### config.mk
export PLATFORM = sky130hd
export DESIGN_NAME = detect_uart_tx
export DESIGN_NICKNAME = d
export VERILOG_FILES = /design/src/rtl/detect_uart_tx.sv
export SDC_FILE = /design/constraint.sdc
export NUM_CORES = 1
export LEC_CHECK = 0
export CAP_MARGIN = 25
export CORE_AREA = 2 2 108 110
export CTS_CLUSTER_SIZE = 28
export DETAILED_ROUTE_END_ITERATION = 12
export DIE_AREA = 0 0 110 112
export SLEW_MARGIN = 0
export SYNTH_ARGS = -nofsm -noshare
export SYNTH_HDL_FRONTEND = slang
export SYNTH_SLANG_ARGS = --single-unit
### constraint.sdc
create_clock -name clk -period 4.15 [get_ports clk]
set_clock_uncertainty 0.2 [all_clocks]
set_input_delay 1.245 -clock clk [delete_from_list [all_inputs] [get_ports clk]]
set_output_delay 1.245 -clock clk [all_outputs]
set_load 0.05 [all_outputs]
### src/rtl/detect_uart_tx.sv
// Serialises each accepted frame result as a 5-byte 8N1 UART packet, with a
// single-entry pending slot so back-to-back packets go out without an idle gap.
module detect_uart_tx #(
    parameter int unsigned CLKS_PER_BIT = 434,
    parameter logic [7:0]  HEADER       = 8'hAA
) (
    input  logic        clk,
    input  logic        reset,
    input  logic        frame_valid,
    input  logic [2:0]  direction,
    input  logic        orange_detected,
    input  logic [17:0] orange_count,
    output logic        uart_tx,
    output logic        busy,
    output logic        pkt_done,
    output logic [7:0]  dropped_count
);

    typedef enum logic [1:0] {IDLE, START, DATA, STOP} state_t;

    localparam logic [15:0] BIT_LAST  = 16'(CLKS_PER_BIT - 1);
    localparam logic [2:0]  LAST_BYTE = 3'd4;

    state_t      state_q, state_d;
    logic [15:0] clk_cnt_q, clk_cnt_d;
    logic [2:0]  bit_idx_q, bit_idx_d;
    logic [2:0]  byte_idx_q, byte_idx_d;
    logic [21:0] active_q, active_d;
    logic [21:0] pending_q, pending_d;
    logic        pend_vld_q, pend_vld_d;
    logic [7:0]  drop_q, drop_d;
    logic        done_q, done_d;
    logic        tx_q, tx_d;
    logic        busy_q, busy_d;
    logic [21:0] snap_in;
    logic [7:0]  cur_byte;
    logic        bit_end;

    // Snapshot layout: {direction[2:0], orange_detected, orange_count[17:0]}
    assign snap_in = {direction, orange_detected, orange_count};
    assign bit_end = (clk_cnt_q == BIT_LAST);

    function automatic logic [7:0] pkt_byte(input logic [21:0] s, input logic [2:0] idx);
        logic [7:0] st;
        st = {2'b00, s[17:16], s[18], s[21:19]};
        case (idx)
            3'd0:    pkt_byte = HEADER;
            3'd1:    pkt_byte = st;
            3'd2:    pkt_byte = s[15:8];
            3'd3:    pkt_byte = s[7:0];
            default: pkt_byte = st ^ s[15:8] ^ s[7:0];
        endcase
    endfunction

    always_comb begin
        state_d    = state_q;
        clk_cnt_d  = clk_cnt_q;
        bit_idx_d  = bit_idx_q;
        byte_idx_d = byte_idx_q;
        active_d   = active_q;
        pending_d  = pending_q;
        pend_vld_d = pend_vld_q;
        drop_d     = drop_q;
        done_d     = 1'b0;
        cur_byte   = '0;
        tx_d       = 1'b1;
        busy_d     = 1'b0;

        if (state_q != IDLE) begin
            clk_cnt_d = bit_end ? '0 : clk_cnt_q + 16'd1;
            if (frame_valid) begin
                pending_d  = snap_in;
                pend_vld_d = 1'b1;
                if (pend_vld_q && drop_q != 8'hFF) begin
                    drop_d = drop_q + 8'd1;
                end
            end
        end

        case (state_q)
            IDLE: begin
                if (frame_valid) begin
                    active_d   = snap_in;
                    state_d    = START;
                    clk_cnt_d  = '0;
                    bit_idx_d  = '0;
                    byte_idx_d = '0;
                end
            end
            START: begin
                if (bit_end) begin
                    state_d   = DATA;
                    bit_idx_d = '0;
                end
            end
            DATA: begin
                if (bit_end) begin
                    if (bit_idx_q == 3'd7) begin
                        state_d = STOP;
                    end else begin
                        bit_idx_d = bit_idx_q + 3'd1;
                    end
                end
            end
            STOP: begin
                if (bit_end) begin
                    if (byte_idx_q == LAST_BYTE) begin
                        done_d     = 1'b1;
                        byte_idx_d = '0;
                        // A frame arriving in this last cycle is promoted directly,
                        // as if it had passed through the pending slot.
                        if (frame_valid || pend_vld_q) begin
                            active_d   = frame_valid ? snap_in : pending_q;
                            pend_vld_d = 1'b0;
                            state_d    = START;
                        end else begin
                            state_d = IDLE;
                        end
                    end else begin
                        byte_idx_d = byte_idx_q + 3'd1;
                        state_d    = START;
                    end
                end
            end
            default: state_d = IDLE;
        endcase

        // Line level is registered from the next state to keep uart_tx glitch-free.
        cur_byte = pkt_byte(active_d, byte_idx_d);
        case (state_d)
            START:   tx_d = 1'b0;
            DATA:    tx_d = cur_byte[bit_idx_d];
            default: tx_d = 1'b1;
        endcase
        busy_d = (state_d != IDLE);
    end

    always_ff @(posedge clk) begin
        if (reset) begin
            state_q    <= IDLE;
            clk_cnt_q  <= '0;
            bit_idx_q  <= '0;
            byte_idx_q <= '0;
            active_q   <= '0;
            pending_q  <= '0;
            pend_vld_q <= 1'b0;
            drop_q     <= '0;
            done_q     <= 1'b0;
            tx_q       <= 1'b1;
            busy_q     <= 1'b0;
        end else begin
            state_q    <= state_d;
            clk_cnt_q  <= clk_cnt_d;
            bit_idx_q  <= bit_idx_d;
            byte_idx_q <= byte_idx_d;
            active_q   <= active_d;
            pending_q  <= pending_d;
            pend_vld_q <= pend_vld_d;
            drop_q     <= drop_d;
            done_q     <= done_d;
            tx_q       <= tx_d;
            busy_q     <= busy_d;
        end
    end

    assign uart_tx       = tx_q;
    assign busy          = busy_q;
    assign pkt_done      = done_q;
    assign dropped_count = drop_q;

endmodule

==> results.md, run 1 <==
- Post-synthesis sequential area ratio: 36.6%
- Arrival time of the worst setup path: around 3.6 ns
- PortBufs: 35
- Reg2Reg Setup Slack: 0.60 ns
- Slew Viols, Final: 0
- Clock slew at reported path FFs: ~0.06 ns
- CP Capture Type: flip-flop
- Post-synth ARST share: 0%
- Layout Nets: 646
- Antenna cells: 0
- Reg-to-Reg Start: clk_cnt_q[0]$_SDFF_PP0_
- Slew HR: 39.0%
- Ratio of cells with drive above 1 in the final layout: 14.0%
- Critical Path Fanout Max: 6
- Routed Antenna Nets: 0
- Switching part of the total power: about 37%
- CTS tree: yes
- Post-synthesis compound-gate area fraction: 26.6%
- Main combinational cell family by area after synthesis: compound AO/OA/AOI/OAI gates
- Syn_nets: 589
- Worst R2R End: uart_tx$_SDFF_PP1_
- Setup TNS: 0 ns
- Slew @ Worst Pin: 0.915 ns
- Most frequent cells in the layout: dfxtp_1, nand2_1, nor2_1
- TritonCTS Sinks: 80
- Req. time, crit path: 4.17 ns
- Syn. warnings: 0
- CTS Buf Count: 9
- DPL Wire Length: roughly 8800 microns
- Worst Reg2Reg Path Length in Cells: 10
- DP Area: 5090 sq um
- Number of vias per cell: 5.71
- Row cnt: 39
- Synth unique cells: 59
- Final Critical Period: roughly 3.6 ns
- # hold bufs at CTS: 0
- Die Y: 112 microns
- Routability Congestion: 0.911
- Final hold vios: 0
- DRC viols: 0
- H-tree levels: 3
- Vias: 4,328
- Hold depth: 2
- DR iter-0 viols: 267
- Synth Area in XOR/XNOR: 3.61%
- Hold path endpoint: pending_q[8]$_SDFFE_PP0N_
- Routed WL: 12,700 microns
- Starting density of the core: 39.1%
- Share of the synthesized area in the top cell type: a little over a third
- Post-synth top flop: dfxtp_1
- Leading area contributor after synthesis: dfxtp_1
- Critical path startpoint category: input port
- Antenna violations before repair: 0
- Run status: complete, no violations
- Global-route wire length before repair: approximately 21,000 microns
- Clock Tree Root: clkbuf_16
- Seq cells post-synth: 80
- Cell count after synthesis: about 550
- Commonest non-fill, non-tap cell in the layout: dfxtp_1
- Area Growth Syn to Fin: 25.0%
- Post-synth EDFFs: 0
- Synth area leaders: dfxtp_1, a21oi_1, nand2_1
- Fin util: 48.9%
- Seq pwr share: 30.3%
- Multi-input gate area: about 2600 sq um
- Hold_sp: pending_q[8]$_SDFFE_PP0N_
- Aggregate global-route resource usage: between 20% and 30%
- Register Area: approximately 1600 sq um
- PwrDens: around 580 nW/um^2
- Pint: 1.99 mW
- Number of global-route vias before repair: 4,242
- Max-cap viol count: 0
- CP Class: in -> reg
- Comb pwr share: 42.2%
- Min Hold Slack: 0.259 ns
- Final setup fails: 0
- Drt pass-1 iters: 5
- Switching pwr: 1.18 mW
- Fmax: 0.279 GHz
- Post-Synth Simple-Gate Area: 24.3%
- Die width: 110 microns
- Max IR drop VDD: 0.000415 V
- Mux contribution to synthesized area: 1.17%
- DR WL/cell: about 17 microns
- Leakage power: 2.15 nW
- Core area: 11,200 sq um
- DIE AREA: 12,300 sq um
- # fillers: 1,097
- Layout Cell Area excl Fill: ~5500 sq um
- Clk_lat worst skew: 0.35 ns
- # IOs: 36
- Syn Area/Cell: 7.89 sq um
- RSZ-0062 raised after global routing: false
- Mapped Area: between 4000 and 5000 sq um
- Power share of the clock group: 27.6%
- Grt total ovfl: 0
- Synth Area in Adders: 2.86%
- Pin count of the biggest net entering global routing: 46
- Max clock buf depth: 2
- Crit share post-route: 86.5%
- HP Class: reg -> reg
[timing repair]
item | in CTS | in global routing
gates resized for setup | 0 | 9
setup buffers | 0 | 1
setup endpoints to repair | 0 | 1
endpoints found under the hold margin | 0 | 0
[critical path, stage by stage]
cell	delay (ns)
dlymetal6s2s_1	0.21
buf_4	0.16
nor2_1	0.06
buf_4	0.14
nor3_1	0.19
buf_4	0.18
a31oi_1	0.11
a221oi_2	0.31
buf_4	0.17
xnor2_1	0.13
xnor2_1	0.15
o211ai_1	0.15
a311oi_2	0.29
o211ai_1	0.12
[power groups by stage]
| stage | registers [mW] | logic (mW) | clock network [mW] |
|---|---|---|---|
| after global placement | 0.971 | 1.26 | 0 |
| final | 0.957 | 1.34 | 0.872 |
| after detailed placement | 0.970 | 1.29 | 0 |
| after floorplan | 0.981 | 0.826 | 0 |
| after CTS | 0.955 | 1.29 | 0.889 |
| after global routing | 0.969 | 1.47 | 0.925 |
[metal layers]
metal  part of all wire [%]  track usage [%]  up-vias
li1                       -                -     2110
met1                     45             29.6     2056
met2                     47             33.7      143
met3                    5.7             4.92       19
met4                    2.3             9.70        0
met5                      0                0        -
[registers in the layout (all words and copies together), names as in the netlist]
signal,cells
pkt_done,1
clk_cnt_q,16
byte_idx_q,3
pending_q,22
busy,1
state_q,2
active_q,22
bit_idx_q,3
uart_tx,1
dropped_count,8
pend_vld_q,1
[through the flow]
| step | worst slack, ns | cells | power [mW] |
|---|---|---|---|
| 3_5_place_dp | -0.221 | 742 | 2.26 |
| 3_3_place_gp | -0.206 | 742 | 2.24 |
| 6_report | 0.559 | 758 | 3.16 |
| 5_1_grt | 0.255 | 758 | 3.36 |
| 2_1_floorplan | 0.623 | 554 | 1.81 |
| 4_1_cts | 0.125 | 757 | 3.14 |
[cells by family (layout without fill, tap and decap cells)]
family	after synthesis	after routing
AND/OR/NAND/NOR	221	221
AO/OA/AOI/OAI	173	173
flip-flops	80	80
buffers and inverters	47	108
XOR/XNOR	18	18
adder cells (fa/ha/maj)	10	10
multiplexers	5	5
[synthesized netlist by cell type, types with 3 or more instances]
cell / instances
nor2b_1: 3
o211ai_1: 6
o2111ai_1: 3
o21ai_0: 23
nor3_1: 9
dfxtp_1: 80
a21boi_0: 4
xnor2_1: 13
nand2_1: 78
a32o_1: 6
nand3_1: 11
nand3b_1: 4
a21o_1: 3
mux2i_1: 4
nor2_1: 77
inv_1: 9
buf_2: 7
and3_1: 11
ha_1: 10
a311oi_1: 3
clkbuf_1: 27
a221oi_2: 4
xor2_1: 5
a211oi_1: 3
or3_1: 3
a221oi_1: 11
nor4_4: 4
o31ai_1: 16
a31oi_1: 4
nand2b_1: 6
a21oi_1: 62
a211o_1: 4
and2_1: 3
[worst max-delay path by stage]
| stage | startpoint | end | slack [ns] | cells past startpoint |
|---|---|---|---|---|
| 2_1_floorplan | frame_valid | uart_tx$_SDFF_PP1_ | 0.62 | 12 |
| 3_3_place_gp | frame_valid | uart_tx$_SDFF_PP1_ | -0.21 | 13 |
| 3_5_place_dp | frame_valid | uart_tx$_SDFF_PP1_ | -0.22 | 13 |
| 4_1_cts | frame_valid | uart_tx$_SDFF_PP1_ | 0.13 | 13 |
| 5_1_grt | clk_cnt_q[0]$_SDFF_PP0_ | uart_tx$_SDFF_PP1_ | 0.25 | 10 |
| 6_report | frame_valid | uart_tx$_SDFF_PP1_ | 0.56 | 14 |
[area by class of cell]
type / count / share of cell area [%]
Timing Repair Buffer: 84 / 13.3
Clock inverter: 3 / 1.19
Sequential cell: 80 / 29.3
Tap cell: 143 / 3.27
Inverter: 9 / 0.618
Clock buffer: 12 / 4.69
Multi-Input combinational cell: 427 / 47.6
No activity file was read; power rests on OpenSTA's default activity.
==> run 2: changes to the inputs <==
Settings changed: GPL_TIMING_DRIVEN set to 0.
==> run 2 against run 1 <==
Compared with the run above: combinational power hardly changed; worst hold slack better by 0.0047 ns; largest cell class unchanged; clock power is 1% lower.
==> results.md, run 2 (synthesis gave the netlist of run 1 again) <==
- Fmax: 0.261 GHz (-6.3%)
- Row cnt: 39 (unchanged)
- Core area: 11,200 sq um (unchanged)
- CP Class: reg -> reg
- Critical path startpoint category: flip-flop
- PortBufs: 34 (-2.9%)
- Worst stage delay on the critical path: 0.50 ns (+0.19 ns)
- RSZ-0062 raised after global routing: false
- # fillers: 1,112 (+1.4%)
- Routability Congestion: 1.01 (+10%)
- Reg-to-Reg Start: state_q[0]$_SDFF_PP0_
- Power share of the clock group: 27.5% (about the same)
- Layout Nets: 641 (-0.77%)
- Slew @ Worst Pin: 0.769 ns (-0.146 ns)
- CP max-delay cell: clkbuf_1
- Slew HR: 48.7% (+9.7 points)
- Run status: complete, no violations
- Number of global-route vias before repair: 4,124 (-2.8%)
- Clk_lat worst skew: 0.35 ns (about the same)
- H-tree levels: 3 (unchanged)
- Switching part of the total power: 39.0% (+1.8 points)
- Hold depth: 2 (unchanged)
- Starting density of the core: 39.1% (unchanged)
- Clock Tree Root: clkbuf_16
- Fin util: 48.5% (-0.43 points)
- Worst Reg2Reg Path Length in Cells: 11 (+1)
- Register Area: 1600 sq um (unchanged)
- CTS tree: yes
- Die width: 110 microns (unchanged)
- Worst R2R End: uart_tx$_SDFF_PP1_
- DR WL/cell: 18.4 microns (+10%)
- Commonest non-fill, non-tap cell in the layout: dfxtp_1
- HP Class: reg -> reg
- Pint: 1.91 mW (-3.8%)
- Vias: 4,420 (+2.1%)
- Max clock buf depth: 2 (unchanged)
- DPL Wire Length: 9620 microns (+9.5%)
- PwrDens: 578 nW/um^2 (about the same)
- DR iter-0 viols: 433 (+62%)
- Seq pwr share: 30.4% (about the same)
- Final hold vios: 0 (unchanged)
- Final setup fails: 0 (unchanged)
- Routed Antenna Nets: 0 (unchanged)
- Global-route wire length before repair: 21,500 microns (+0.71%)
- Clock slew at reported path FFs: 0.06 ns (about the same)
- Drt pass-1 iters: 5 (unchanged)
- TritonCTS Sinks: 80 (unchanged)
- Ratio of cells with drive above 1 in the final layout: 11.0% (-3.0 points)
- Hold_sp: pending_q[13]$_SDFFE_PP0N_
- # IOs: 36 (unchanged)
- Switching pwr: 1.22 mW (+3.9%)
- Req. time, crit path: 4.15 ns (-0.02 ns)
- DIE AREA: 12,300 sq um (unchanged)
- Grt total ovfl: 0 (unchanged)
- Antenna cells: 0 (unchanged)
- Number of vias per cell: 5.86 (+2.7%)
- CP Capture Type: flip-flop
- Crit share post-route: 92.3% (+5.8 points)
- Max IR drop VDD: 0.000323 V (-22%)
- CTS Buf Count: 9 (unchanged)
- Delay-heaviest family, CP: buffers and inverters
- Reg2Reg Setup Slack: 0.32 ns (-0.28 ns)
- Comb pwr share: 42.1% (about the same)
- Crit-path cells: ha_1 > clkbuf_1 > clkbuf_1 > clkbuf_1 > nor4b_1 > o21ai_0 > nand2_1 > a311oi_1 > o221ai_1 > o2111ai_1 > o211ai_1
- Critical Path Fanout Max: 10 (+4)
- Max-cap viol count: 0 (unchanged)
- Leakage power: 2.07 nW (-3.7%)
- Most frequent cells in the layout: dfxtp_1, nand2_1, nor2_1
- Area Growth Syn to Fin: 23.9%
- Aggregate global-route resource usage: 22.9% (+0.79 points)
- Pin count of the biggest net entering global routing: 13 (-72%)
- Final Critical Period: 3.83 ns (+0.241 ns)
- DRC viols: 0 (unchanged)
- Worst path bufs/invs: 3 (-2)
- CP Depth: 11 (-3)
- Arrival time of the worst setup path: 3.83 ns (+0.22 ns)
- Most common cell on crit path: clkbuf_1
- Top flop regs: active_q: 22 flops, pending_q: 22 flops, clk_cnt_q: 16 flops
- Overall Power: 3.14 mW (-0.93%)
- Hold path endpoint: pending_q[13]$_SDFFE_PP0N_
- Die Y: 112 microns (unchanged)
- Multi-input gate area: 2680 sq um (+2.8%)
- Routed WL: 13,900 microns (+9.5%)
- Antenna violations before repair: 0 (unchanged)
- Slew Viols, Final: 0 (unchanged)
## run 2: cell types whose count changed in the layout (fill, tap and decap cells not counted), sizes merged
cell	delta
clkbuf	+25
buf	-29
## run 2: worst max path at each step
stage	start	to	slack [ns]
2_1_floorplan	frame_valid	uart_tx$_SDFF_PP1_	0.62
3_5_place_dp	frame_valid	uart_tx$_SDFF_PP1_	-0.63
5_1_grt	state_q[0]$_SDFF_PP0_	uart_tx$_SDFF_PP1_	0.02
6_report	state_q[0]$_SDFF_PP0_	uart_tx$_SDFF_PP1_	0.32
4_1_cts	frame_valid	uart_tx$_SDFF_PP1_	0.0002
3_3_place_gp	frame_valid	uart_tx$_SDFF_PP1_	-0.60
## run 2: repair_timing
action | in CTS | in global routing
endpoints found under the setup margin | 1 | 1
buffers inserted | 0 | 9
gates cloned | 0 | 1
hold endpoints to repair | 0 | 0
resized for setup | 9 | 27
hold buffers | 0 | 0
pin swaps | 0 | 5
## run 2: metrics by stage
step	hold WS (ns)	setup TNS (ns)	cell area (sq um)	worst slack, ns	instances
finish	0.264	0	5420	0.318	754
global route	0.279	0	5420	0.0238	754
CTS	0.260	0	5250	0.000206	747
detailed placement	0.252	-0.629	4890	-0.629	731
global placement	0.240	-0.605	4890	-0.605	731
floorplan	0.234	0	4370	0.623	554
## run 2: per-layer routing
layer	wire length [microns]	track usage, %
met2	6440	35.0
met4	387	10.8
met5	0	0
met1	6120	30.2
met3	920	5.33
## run 2: power groups by stage
stage | clock [mW] | sequential (mW) | combinational [mW]
final | 0.862 | 0.954 | 1.32
after global routing | 0.908 | 0.966 | 1.44
after CTS | 0.876 | 0.950 | 1.21
after detailed placement | 0 | 0.964 | 1.18
after global placement | 0 | 0.960 | 1.16
after floorplan | 0 | 0.981 | 0.826
## run 2: cell type report
| type | instances | area share (%) |
|---|---|---|
| plain buffers | 35 | 3.44 |
| clock buffers | 13 | 4.62 |
| clock inverters | 3 | 1.20 |
| inverters | 9 | 0.623 |
| multi-input cells | 427 | 49.4 |
| flip-flops and latches | 80 | 29.5 |
| well taps | 143 | 3.30 |
| repair buffers | 44 | 7.89 |
## run 2: tightest hold or removal path: cells and delay by family (launching register included)
family | cells | cell delay, ns
flip-flops | 1 | 0.31
AO/OA/AOI/OAI | 1 | 0.05
AND/OR/NAND/NOR | 1 | 0.05
